===== src/rtl/wb_csr_commit.sv =====
// Write-back commit controller: drives the CSR file port, reports exceptions and ertn,
// performs regfile write-back, and issues the flush/redirect followed by a fixed drain window.
module wb_csr_commit #(
    parameter int unsigned DRAIN_CYCLES = 3,
    parameter int unsigned CNT_W        = 4
) (
    input  logic        clk,
    input  logic        resetn,
    input  logic        mem_valid,
    output logic        wb_allowin,
    input  logic [31:0] mem_pc,
    input  logic [2:0]  mem_op,
    input  logic [13:0] mem_csr_num,
    input  logic [31:0] mem_rj_value,
    input  logic [31:0] mem_rkd_value,
    input  logic        mem_rf_we,
    input  logic [4:0]  mem_dest,
    input  logic [31:0] mem_result,
    input  logic        mem_ex,
    input  logic [5:0]  mem_ecode,
    input  logic [8:0]  mem_esubcode,
    input  logic [31:0] mem_vaddr,
    output logic        csr_re,
    output logic        csr_we,
    output logic [13:0] csr_num,
    output logic [31:0] csr_wmask,
    output logic [31:0] csr_wvalue,
    input  logic [31:0] csr_rvalue,
    output logic [31:0] wb_pc,
    output logic        wb_ex,
    output logic [5:0]  wb_ecode,
    output logic [8:0]  wb_esubcode,
    output logic [31:0] wb_vaddr,
    output logic        ertn_flush,
    input  logic        has_int,
    input  logic [31:0] ex_entry,
    input  logic [31:0] csr_era,
    output logic        rf_we,
    output logic [4:0]  rf_waddr,
    output logic [31:0] rf_wdata,
    output logic        flush,
    output logic [31:0] flush_target
);

    localparam logic [2:0] OpCsrrd   = 3'd1;
    localparam logic [2:0] OpCsrwr   = 3'd2;
    localparam logic [2:0] OpCsrxchg = 3'd3;
    localparam logic [2:0] OpErtn    = 3'd4;

    typedef enum logic {StRun, StDrain} state_e;

    state_e           state_q, state_d;
    logic [CNT_W-1:0] drain_cnt_q, drain_cnt_d;
    logic             wb_valid_q, wb_valid_d;
    logic             capture;

    logic [31:0] pc_q, rj_q, rkd_q, result_q, vaddr_q;
    logic [2:0]  op_q;
    logic [13:0] num_q;
    logic        rf_we_q, ex_q;
    logic [4:0]  dest_q;
    logic [5:0]  ecode_q;
    logic [8:0]  esub_q;

    logic is_wr, is_xchg, is_csr, is_ertn, int_take, ex;

    always_ff @(posedge clk or negedge resetn) begin
        if (!resetn) begin
            state_q     <= StRun;
            drain_cnt_q <= '0;
            wb_valid_q  <= 1'b0;
            pc_q        <= '0;
            op_q        <= '0;
            num_q       <= '0;
            rj_q        <= '0;
            rkd_q       <= '0;
            rf_we_q     <= 1'b0;
            dest_q      <= '0;
            result_q    <= '0;
            ex_q        <= 1'b0;
            ecode_q     <= '0;
            esub_q      <= '0;
            vaddr_q     <= '0;
        end else begin
            state_q     <= state_d;
            drain_cnt_q <= drain_cnt_d;
            wb_valid_q  <= wb_valid_d;
            if (capture) begin
                pc_q     <= mem_pc;
                op_q     <= mem_op;
                num_q    <= mem_csr_num;
                rj_q     <= mem_rj_value;
                rkd_q    <= mem_rkd_value;
                rf_we_q  <= mem_rf_we;
                dest_q   <= mem_dest;
                result_q <= mem_result;
                ex_q     <= mem_ex;
                ecode_q  <= mem_ecode;
                esub_q   <= mem_esubcode;
                vaddr_q  <= mem_vaddr;
            end
        end
    end

    // A flush always wins over capture: the instruction arriving on the flush edge is wrong-path.
    always_comb begin
        state_d     = state_q;
        drain_cnt_d = drain_cnt_q;
        wb_valid_d  = 1'b0;
        capture     = 1'b0;
        unique case (state_q)
            StRun: begin
                if (flush) begin
                    state_d     = StDrain;
                    drain_cnt_d = CNT_W'(DRAIN_CYCLES);
                end else if (mem_valid) begin
                    capture    = 1'b1;
                    wb_valid_d = 1'b1;
                end
            end
            StDrain: begin
                if (drain_cnt_q == CNT_W'(1)) begin
                    state_d     = StRun;
                    drain_cnt_d = '0;
                end else begin
                    drain_cnt_d = drain_cnt_q - CNT_W'(1);
                end
            end
            default: state_d = StRun;
        endcase
    end

    always_comb begin
        is_wr    = (op_q == OpCsrwr);
        is_xchg  = (op_q == OpCsrxchg);
        is_csr   = (op_q == OpCsrrd) | is_wr | is_xchg;
        is_ertn  = (op_q == OpErtn);
        int_take = wb_valid_q & has_int;
        ex       = int_take | (wb_valid_q & ex_q);

        wb_allowin  = 1'b1;
        wb_ex       = ex;
        wb_pc       = wb_valid_q ? pc_q : 32'h0;
        wb_ecode    = (wb_valid_q & ~int_take) ? ecode_q : 6'h0;
        wb_esubcode = (wb_valid_q & ~int_take) ? esub_q : 9'h0;
        wb_vaddr    = (wb_valid_q & ~int_take) ? vaddr_q : 32'h0;
        ertn_flush  = wb_valid_q & is_ertn & ~ex;

        csr_re     = wb_valid_q & is_csr & ~ex;
        csr_we     = wb_valid_q & (is_wr | is_xchg) & ~ex;
        csr_num    = (wb_valid_q & is_csr) ? num_q : 14'h0;
        csr_wmask  = 32'h0;
        if (wb_valid_q && is_wr) begin
            csr_wmask = 32'hFFFF_FFFF;
        end else if (wb_valid_q && is_xchg) begin
            csr_wmask = rj_q;
        end
        csr_wvalue = csr_we ? rkd_q : 32'h0;

        rf_we    = wb_valid_q & rf_we_q & ~ex & (dest_q != 5'd0);
        rf_waddr = wb_valid_q ? dest_q : 5'd0;
        // CSR ops return the old CSR value to the destination GPR.
        rf_wdata = wb_valid_q ? (is_csr ? csr_rvalue : result_q) : 32'h0;

        flush        = ex | ertn_flush;
        flush_target = ex ? ex_entry : (ertn_flush ? csr_era : 32'h0);
    end

endmodule


===== config.mk =====
export PLATFORM = sky130hd
export DESIGN_NAME = wb_csr_commit
export DESIGN_NICKNAME = d
export VERILOG_FILES = /design/src/rtl/wb_csr_commit.sv
export SDC_FILE = /design/constraint.sdc
export NUM_CORES = 1
export LEC_CHECK = 0
export ABC_AREA = 1
export CORE_AREA = 2 2 206 208
export CTS_CLUSTER_SIZE = 28
export DETAILED_ROUTE_END_ITERATION = 6
export DIE_AREA = 0 0 208 210
export GPL_ROUTABILITY_DRIVEN = 1
export PLACE_DENSITY_LB_ADDON = 0.3
export SLEW_MARGIN = 20
export SYNTH_ARGS = -nofsm -noshare
export SYNTH_HDL_FRONTEND = slang
export SYNTH_SLANG_ARGS = --single-unit

===== constraint.sdc =====
create_clock -name clk -period 1.9 [get_ports clk]
set_input_delay 0.19 -clock clk [delete_from_list [all_inputs] [get_ports clk]]
set_output_delay 0.19 -clock clk [all_outputs]
set_load 0.1 [all_outputs]

Yosys cells after proc, flatten, opt, wreduce, memory -nomap -nowiden:

Index checks and enable logic that the tools add are counted.

* register bits after elaboration: 205
* input port bits: 299
* output and inout bits: 233
* logic and storage cells: 67

* $add $sub $neg: 1
* equal/unequal tests: 6
* mux-type cells: 22
* bitwise operators: 20
* reduce and logical (&&, ||, !) cells: 3

Operators by type and width (number)
* 2-to-1 mux 32 bit: 9
* 2-to-1 mux 14 bit: 1
* AND 1 bit: 12
* 2-to-1 mux 9 bit: 1
* 2-to-1 mux 4 bit: 2
* case mux 4 bit (2 select lines): 1
* == test 3 x 2 -> 1 bit, second input constant: 2
* 2-to-1 mux 6 bit: 1
* 2-to-1 mux 1 bit: 5
* 2-to-1 mux 5 bit: 1
* OR 1 bit: 5
* nonzero test 5 bit: 1
* == test 4 x 1 -> 1 bit, second input constant: 1
* subtractor 4 x 1 -> 4 bit, second input constant: 1
* == test 3 x 1 -> 1 bit, second input constant: 1
* == test 3 bit, second input constant: 1
* NOT 1 bit: 3
* logical AND 1 bit: 2
* inequality test 2 bit, second input constant: 1
* case mux 1 bit (2 select lines): 1

Logic depth before layout (Yosys ltp):

Gate-level depths: netlist of the first run.

* depth in word-level cells: 7
* gate-level depth with buffers: 8
* depth with buffers taken out: 7

Least setup slack after synthesis of the first run:

No wires, ideal clock.

* kind: reg2out
* start point: register wb_valid_q
* end point: output csr_wvalue[10]
* arrival time: 3.078 ns
* required time: 1.710 ns
* slack: -1.368 ns
* cell stages (with the launch flop): 7
* path buffers: 2
* cells stage by stage: dfrtp_1 buf_4 nand3_2 nor2_2 inv_2 buf_2 nor2_1

* cells in the longest elaborated chain, start to end: 5
* elaborated cells on any way between the ends: 7
* classes of those cells: mux: 1; bitwise: 6

Ends and longest elaborated chain
* from (decl): line 54 `logic wb_valid_q, wb_valid_d;`
* from (signal assigned): line 87 `wb_valid_q <= wb_valid_d;`
* AND 1 bit, on equally long branches: line 138, 139
* OR 1 bit: line 139 `ex = int_take | (wb_valid_q & ex_q);`
* NOT 1 bit: line 150 `csr_we = wb_valid_q & (is_wr | is_xchg) & ~ex;`
* AND 1 bit *: line 150
* named net csr_we: line 24 `output logic csr_we,`
* 2-to-1 mux 32 bit *: line 158 `csr_wvalue = csr_we ? rkd_q : 32'h0;`
* to (decl): line 27 `output logic [31:0] csr_wvalue,`

Mark *: on every way through the listed nets, which the timed path passes. The rest lies on a longest branch.

Worst setup path after layout of the first run:

* start point: register op_q[1]
* end point: output flush_target[21]

* cells in the longest elaborated chain, start to end: 5

Ends and longest elaborated chain
* from (decl): line 58 `logic [2:0] op_q;`
* from (signal assigned): line 90 `op_q <= mem_op;`
* == test 3 bit: line 137 `is_ertn = (op_q == OpErtn);`
* AND 1 bit (2 in a row): line 147 `ertn_flush = wb_valid_q & is_ertn & ~ex;`
* 2-to-1 mux 32 bit (2 in a row): line 166 `flush_target = ex ? ex_entry : (ertn_flush ? csr_era : 32'h0);`
* to (decl): line 42 `output logic [31:0] flush_target`

Every way passes these cells.

==> reports/qor.txt, run 1 <==
FP Rows = 75
vias in the first global route = 12.6k
post-synthesis sequential area ratio = 0.473
metal1 wirelength = 19400 um
Met2 Routed Length = 26300 um
Arr. time, crit path = 2.06 ns
cell taking the most area after synthesis = dfrtp_1
DR vias = 12.4k
Synth top area share = 0.473
Top Metal Used = met4
Synth area leaders = dfrtp_1 47%, nand2_1 19%, nand4_1 12%, nor2_1 7.7%, inv_1 4.8%
violated checks = setup timing
Worst slew margin = 0.596
CP required = 1.71 ns
#FFs+latches synth = 205
Avg Inst Size Synth = 7.25 um2
worst min path class = input pin to asynchronous set/reset pin
first-pass GRT wire length = 75600 um
Num Clock Sinks = 205
CTS clk-pin slew, worst paths = 0.06 ns
Peak Freq = 444 MHz
Tmin final = 2.25 ns
CTS tree = built
P_leak = 10.6 nW
Worst setup EP type = primary output
H-tree depth = 1
RSZ-0062 raised after global routing = true
Total Wirelength = 51500 um
PwrDens = 1560 mW/mm2
max-cap check violation count = 0
GRT Residual Overflow = 0
skew final = 0.0184 ns
DRT iter0 DRCs = 746
Residual DRC = 0
clk root buf = clkbuf_16
final hold violation count = 0
hpwl dp = 33500 um
drt first pass iters = 5
pin count of the biggest net entering global routing = 96
# setup viols final = 214
period utilization = 1.19
Crit Path Max Fanout = 8
Async SR Flop Fraction = 1.00
DR WL/cell = 19.9 um
final core utilization = 0.555
TritonCTS Buffers = 25
worst-case vdd ir drop = 842 uV
die span in y = 210 um
Post-Syn Nets = 1797
post-synthesis instance total = 1496
GRT Overall Usage = 0.221
Synth Cell Area = 0.0109 mm2
PnR worst setup slack = -0.355 ns
GPL Wtd Cong = 0.801
status = finished, violations left
IO Pins = 532
Nets = 2331
slew at the pin closest to its max-slew limit = 0.607 ns
CP Launch Type = flop
Slew Limit Fails = 0
pre-CTS setup slack = -0.00496 ns
metal3 WL = 4310 um
top_reg_cell synth = dfrtp_1
die area = 0.0437 mm2
yosys warns = 0
CP Class = flop to primary output
Post-synth EDFFs = 0
Port Buf Inserts = 530
initial antenna violation count = 3
Filler Cell Count = 3595
core footprint = 0.0415 mm2
worst skew pair latency = 0.53 ns
Clock Tree Buf Depth = 3
Fin Hold WS = 0.199 ns
Distinct cells, synth = 29
area delta synth->final = 112%
routed vias/inst = 4.77
initial core utilization = 0.262
layout cells sized above 1 = 0.321
DRT antenna net count = 0
die width = 208 um
[per-layer routing]
layer  track usage  vias up
met5             0        -
met3        0.0660       64
met1         0.265     5968
met4        0.0665        0
met2         0.383      504
li1              -     5823
[cells in the mapped netlist (2+ instances only)]
master      n
buf_1      18
buf_2      43
buf_4       4
buf_6      22
clkbuf_1   37
dfrtp_1   205
ha_1        2
inv_1     140
inv_2       2
nand2_1   546
nand3_1     3
nand4_1   201
nor2_1    224
nor2_2      2
o21ai_0    33
[report_power, final]
part / switching [mW] / internal [mW] / leakage (nW)
Sequential: 1.36 / 6.45 / 2.54
Combinational: 15.3 / 8.43 / 7.68
Clock: 1.89 / 2.65 / 0.374
Total: 18.5 / 17.5 / 10.6
[kinds of logic after synthesis]
kind of cell,synth area share
xor gates and xnor gates,0.000807
other,0.000346
adders and majority gates,0.00231
and+or+nand+nor,0.390
AOI/OAI and AO/OA,0.0199
buffers and inverters,0.114
DFF,0.473
[timing repair]
item                                   4_1_cts  5_1_grt
pin swaps                                   17       35
cloned                                      16        9
setup endpoints to repair                  232      232
setup buffers                               25        6
endpoints found under the hold margin       45        0
hold buffers                                 1        0
gates resized for setup                    266      122
[final cells by class]
cell class | instances | area (um2) | area share
timing repair buffer | 631 | 9370 | 0.407
clock inverter | 7 | 67.6 | 0.00293
clock buffer | 38 | 694 | 0.0301
multi-input combinational | 1025 | 6520 | 0.283
tap | 539 | 674 | 0.0293
sequential | 205 | 5130 | 0.223
antenna | 2 | 5.00 | 0.000217
inverter | 142 | 562 | 0.0244
[state kept, by name, indices dropped and copies added (netlist names)]
signal       cells
ex_q             1
pc_q            32
state_q          1
rf_we_q          1
ecode_q          6
result_q        32
rkd_q           32
num_q           14
wb_valid_q       1
dest_q           5
op_q             3
rj_q            32
vaddr_q         32
esub_q           9
drain_cnt_q      4
[stage by stage]
step / instance area, um2 / power (mW) / cells / TNS [ns]
floorplan: 11700 / 20.8 / 1496 / -35.36
global placement: 19900 / 27.9 / 2487 / 0
detailed placement: 19900 / 28.1 / 2487 / -0.00496
CTS: 22200 / 35.4 / 2573 / -52.29
global route: 23000 / 37.8 / 2589 / -72.78
finish: 23000 / 36.0 / 2589 / -54.23
[final timing paths]
check	start	slack (ns)	cells past startpoint	to
setup / recovery	op_q[1]	-0.35	8	flush_target[21]
hold / removal	resetn	0.20	2	num_q[2]
setup reg to reg	wb_valid_q	0.13	8	rkd_q[10]
hold reg to reg	vaddr_q[1]	0.48	2	vaddr_q[1]
max in group asynchronous	resetn	1.03	3	rkd_q[25]
min in group clk	mem_result[6]	0.22	3	result_q[6]
[cells in the final DEF, fill, tap and decap left out, drive strengths merged]
cell / n
conb: 1
buf: 325
nand4: 202
clkdlybuf4s50: 296
o21ai: 34
nand3: 4
nand2: 547
a31oi: 1
inv: 143
ha: 2
dlygate4sd3: 1
a21oi: 2
dfrtp: 205
nor3: 2
o21bai: 1
clkbuf: 45
xor2: 1
bufbuf: 2
bufinv: 1
a21boi: 1
nor2: 227
diode: 2
clkinv: 5
[critical path, cell delays in order (launching register included)]
cell	delay, ns
dfrtp_2	0.43
nor2_4	0.19
nand2_4	0.07
nor3_4	0.15
buf_12	0.17
clkbuf_16	0.20
nand2_4	0.06
nand2_4	0.07
buf_12	0.17
Note: power is estimated with default switching activity, not from simulation.
==> inputs of run 2 (changes only) <==
--- a/config.mk
+++ b/config.mk
@@ -10,8 +10,9 @@
 export CTS_CLUSTER_SIZE = 28
 export DETAILED_ROUTE_END_ITERATION = 6
 export DIE_AREA = 0 0 208 210
-export GPL_ROUTABILITY_DRIVEN = 1
+export GPL_ROUTABILITY_DRIVEN = 0
 export PLACE_DENSITY_LB_ADDON = 0.3
+export SETUP_SLACK_MARGIN = 0.4
 export SLEW_MARGIN = 20
 export SYNTH_ARGS = -nofsm -noshare
 export SYNTH_HDL_FRONTEND = slang
==> run 2 against run 1 <==
  * The flow finishes with violations (DRC, setup timing)
  * Power grew 11%
  * Wire length grew 12%
  * Hold slack gained 0.0082 ns
  * Combinational power grew 14%
  * Cell count grew 2.9%
  * Sequential cell count is the same
  * Clock-buffer cell count shrank 3
  * Critical path type unchanged
  * Highest routed layer is now met5
==> reports/qor.txt, run 2 (same netlist as run 1, synthesis figures left out) <==
status = finished, violations left
violated checks = DRC, setup timing
DR WL/cell = 21.6 um
worst min path class = input pin to flop
GRT Overall Usage = 0.231
Crit Path Max Fanout = 7
Nets = 2406
# setup viols final = 385
P_int = 19.9 mW
Layout Cells excl Fill = 2663
IO Pins = 532
max-cap check violation count = 0
Clk pwr share = 0.128
slew at the pin closest to its max-slew limit = 0.614 ns
worst-case vdd ir drop = 886 uV
Residual DRC = 5
Fin Hold WS = 0.207 ns
die area = 0.0437 mm2
net switching power = 20.1 mW
Total Wirelength = 57600 um
pre-CTS setup slack = -0.106 ns
routed vias/inst = 4.92
switching share of power = 0.502
worst skew pair latency = 0.53 ns
TritonCTS Buffers = 25
DRT iter0 DRCs = 765
Clock Tree Buf Depth = 3
CTS tree = built
CP required = 1.71 ns
skew final = 0.00850 ns
Setup TNS Final = -80.31 ns
area delta synth->final = 134%
DRT antenna net count = 0
vias in the first global route = 12.8k
Arr. time, crit path = 2.06 ns
Worst slew margin = 0.591
first-pass GRT wire length = 79200 um
core footprint = 0.0415 mm2
die width = 208 um
GRT Residual Overflow = 0
initial antenna violation count = 3
FP Rows = 75
drt first pass iters = 7
period utilization = 1.18
CTS clk-pin slew, worst paths = 0.06 ns
clk root buf = clkbuf_16
P_leak = 11.3 nW
RSZ-0062 raised after global routing = true
Gate power share = 0.671
die span in y = 210 um
final hold violation count = 0
most common cell after layout, fill and taps aside = nand2_1
Peak Freq = 445 MHz
Num Clock Sinks = 205
sequential power share = 0.201
Filler Cell Count = 3227
Slew Limit Fails = 0
most frequent cells in the layout = 422 x nand2_1, 296 x clkdlybuf4s50_1, 278 x buf_12, 202 x dfrtp_1, 201 x nand4_1
pin count of the biggest net entering global routing = 112
layout cells sized above 1 = 0.397
hpwl dp = 33400 um
initial core utilization = 0.262
Port Buf Inserts = 530
Worst setup EP type = primary output
final core utilization = 0.611
H-tree depth = 1
post-placement cell count = 2503
DR vias = 13.1k
CP Class = flop to primary output
Tmin final = 2.25 ns
PnR worst setup slack = -0.346 ns
FF-to-FF setup slack = -0.25 ns
CP Launch Type = flop
PwrDens = 1580 mW/mm2
run 2: cell count changes in the layout (fill, tap and decap cells not counted), moves of 7 or more:
cell / before / now
buf_12: 269 / 278
buf_16: 14 / 24
buf_4: 26 / 36
buf_6: 13 / 31
buf_8: 3 / 10
clkbuf_16: 32 / 50
clkinvlp_4: 0 / 39
inv_1: 137 / 99
nand2_1: 476 / 422
nand2_2: 4 / 22
nand2_8: 2 / 43
nor2_1: 53 / 39
nor2_4: 165 / 173
run 2: worst max-delay path: stages, from the launching register on:
cell and delay, ns:
dfrtp_1 0.41, nor2_4 0.19, buf_12 0.13, nor2_4 0.03
buf_12 0.15, buf_6 0.14, o21ai_1 0.11, buf_4 0.15
nor2_4 0.04, buf_12 0.16
run 2: power groups by stage:
stage	Combinational [mW]	Sequential (mW)	Clock, mW
CTS	24.3	7.80	5.23
global route	28.1	8.25	5.39
floorplan	15.0	7.36	0
detailed placement	21.8	7.67	0
global placement	21.5	7.61	0
finish	26.9	8.04	5.12
run 2: stage by stage:
stage,power (mW),area [um2]
final,40.0,25300
after detailed placement,29.5,21500
after global routing,41.7,25300
after floorplan,22.4,13200
after global placement,29.2,21500
after CTS,37.3,23900
run 2: layer usage:
layer,track usage,up-vias,routed length (um),part of all wire
met4,0.0587,2,2200,0.038
li1,-,5991,-,-
met1,0.287,6413,22100,0.38
met3,0.0460,116,3780,0.066
met5,0,-,16,0.00028
met2,0.410,587,29600,0.51
run 2: final cells by class:
cell class / count / area [um2] / area share
diodes: 2 / 5.00 / 0.000197
clock buffers: 35 / 713 / 0.0281
clock inverters: 9 / 154 / 0.00607
inverters: 142 / 702 / 0.0277
multi-input cells: 1026 / 7290 / 0.287
flip-flops and latches: 205 / 5130 / 0.203
well taps: 539 / 674 / 0.0266
repair buffers: 704 / 10700 / 0.421
repair inverters: 1 / 11.3 / 0.000444
run 2: worst paths after layout:
kind | start | to | depth (start not counted)
max | op_q[0] | rf_wdata[24] | 9
min | mem_pc[16] | pc_q[16] | 3
max reg2reg | wb_valid_q | rkd_q[11] | 13
min reg2reg | num_q[12] | num_q[12] | 2
max in group asynchronous | resetn | rj_q[25] | 3
min in group asynchronous | resetn | rkd_q[3] | 2
run 2: timing repair:
action,4_1_cts,5_1_grt
gates resized for setup,186,141
pin swaps,17,30
hold buffers,2,0
endpoints found under the setup margin,436,437
gates cloned,22,35
hold endpoints to repair,60,0
setup buffers,38,17
==> inputs of run 3 (changes only) <==
--- a/config.mk
+++ b/config.mk
@@ -17,3 +17,4 @@
 export SYNTH_ARGS = -nofsm -noshare
 export SYNTH_HDL_FRONTEND = slang
 export SYNTH_SLANG_ARGS = --single-unit
+export TNS_END_PERCENT = 30
==> run 3 against run 2 <==
  * The run ends with setup timing left
  * Critical path type unchanged
  * Wire length down 17%
  * Non-clock buffer count down 64
  * Critical endpoint is now csr_wvalue[15]
  * Maximum frequency down 4.3%
  * Clock-buffer cell count down 2
==> reports/qor.txt, run 3 (same netlist as run 1, synthesis figures left out) <==
initial antenna violation count = 3
HP Start = mem_valid
IO Pins = 532
CP Launch Type = flop
Tmin final = 2.35 ns
metal1 wirelength = 19300 um
Slew Limit Fails = 0
core footprint = 0.0415 mm2
FP Rows = 75
die span in y = 210 um
Num Clock Sinks = 205
DRT iter0 DRCs = 642
status = finished, violations left
most frequent cells in the layout = 470 x nand2_1, 296 x clkdlybuf4s50_1, 274 x buf_12, 204 x dfrtp_1, 201 x nand4_1
end of the worst register-to-register path = result_q[3]
CP required = 1.71 ns
Met2 Routed Length = 22900 um
die area = 0.0437 mm2
area delta synth->final = 107%
final core utilization = 0.542
worst min path class = input pin to flop
max-cap check violation count = 0
reg2reg path depth = 9
violated checks = setup timing
GRT Overall Usage = 0.213
die width = 208 um
DR WL/cell = 18.3 um
PwrDens = 1560 mW/mm2
CTS clk-pin slew, worst paths = 0.06 ns
Port Buf Inserts = 530
most common cell after layout, fill and taps aside = nand2_1
CP Class = flop to primary output
Clock Tree Buf Depth = 3
worst skew pair latency = 0.54 ns
Peak Freq = 426 MHz
TritonCTS Buffers = 26
drt first pass iters = 4
metal3 WL = 3710 um
pin count of the biggest net entering global routing = 124
Hold Path Sink = vaddr_q[31]
Hold Path Stages = 4
slew at the pin closest to its max-slew limit = 0.678 ns
r2r startpoint = wb_valid_q
CTS tree = built
first-pass GRT wire length = 73600 um
Worst setup EP type = primary output
Top Metal Used = met5
layout cells sized above 1 = 0.328
DR vias = 12.2k
Worst slew margin = 0.548
P_leak = 10.5 nW
vias in the first global route = 12.6k
GRT Residual Overflow = 0
RSZ-0062 raised after global routing = true
Nets = 2341
H-tree depth = 1
# setup viols final = 223
Total Wirelength = 47700 um
initial core utilization = 0.262
Residual DRC = 0
skew final = 0.0237 ns
routed vias/inst = 4.69
Crit Path Max Fanout = 8
Arr. time, crit path = 2.16 ns
period utilization = 1.24
worst-case vdd ir drop = 898 uV
PnR worst setup slack = -0.448 ns
clk root buf = clkbuf_16
Fin Hold WS = 0.120 ns
DRT antenna net count = 0
FF-to-FF setup slack = 0.07 ns
hpwl dp = 33300 um
final hold violation count = 0
==> run 3: cell types whose count changed in the layout (fill, tap and decap cells not counted), moves of 12 or more <==
cell	previous run	this run
inv_1	99	138
clkinvlp_4	39	1
nand2_8	43	11
buf_6	31	12
nand2_1	422	470
buf_16	24	4
o21ai_4	15	3
nor2_4	173	93
clkbuf_16	50	28
nor2_2	15	89
==> run 3: worst max path at each step <==
stage                from             end  slack, ns  cells after the start
3_5_place_dp      has_int       rkd_q[30]       0.02                      7
5_1_grt           op_q[0]    rf_wdata[19]      -0.50                     10
4_1_cts        wb_valid_q  csr_wvalue[15]      -0.47                      9
6_report       wb_valid_q  csr_wvalue[15]      -0.45                      9
2_1_floorplan  wb_valid_q  csr_wvalue[10]      -0.33                      6
3_3_place_gp      has_int       rkd_q[27]       0.02                      7
==> run 3: through the flow <==
| step | total power [mW] | cell area, um2 | instances | worst slack [ns] | setup TNS [ns] |
|---|---|---|---|---|---|
| 3_3_place_gp | 28.5 | 20400 | 2513 | 0.0200 | 0 |
| 4_1_cts | 34.8 | 22200 | 2593 | -0.469 | -81.23 |
| 3_5_place_dp | 28.8 | 20400 | 2513 | 0.0174 | 0 |
| 2_1_floorplan | 21.2 | 11900 | 1496 | -0.330 | -22.80 |
| 6_report | 35.1 | 22500 | 2601 | -0.448 | -68.88 |
| 5_1_grt | 36.9 | 22500 | 2601 | -0.504 | -87.31 |
==> run 3: final cells by class <==
type | count | area [um2]
timing repair buffer | 640 | 9160
multi-input combinational | 1025 | 6120
clock inverter | 15 | 131
tap | 539 | 674
antenna | 2 | 5.00
fill | 3643 | 19000
sequential | 205 | 5130
inverter | 142 | 551
clock buffer | 33 | 718
==> run 3: timing repair <==
action | CTS | global route
setup endpoints to repair | 436 | 437
hold endpoints to repair | 205 | 0
gates resized for setup | 179 | 63
buffers inserted | 27 | 5
hold buffers | 1 | 0
gates cloned | 4 | 1
pin swaps | 32 | 42
==> run 3: routing by layer <==
layer,track usage,up-vias
li1,-,5818
met1,0.271,5820
met2,0.349,475
met3,0.0563,87
met4,0.0739,2
met5,0,-
==> run 3: power by group <==
part	leakage, nW	total (mW)	internal, mW	switching, mW
clock	0.427	4.93	2.94	1.99
combinational	7.52	22.5	8.00	14.5
sequential	2.55	7.69	6.45	1.25
==> run 3: worst max-delay path: stages, from the launching register on <==
cell and delay (ns):
dfrtp_4 0.44, buf_8 0.14, buf_6 0.11, nand3_4 0.07, nor2_4 0.22, inv_6 0.05, buf_12 0.15, buf_12 0.15
nor2_4 0.10, buf_12 0.18
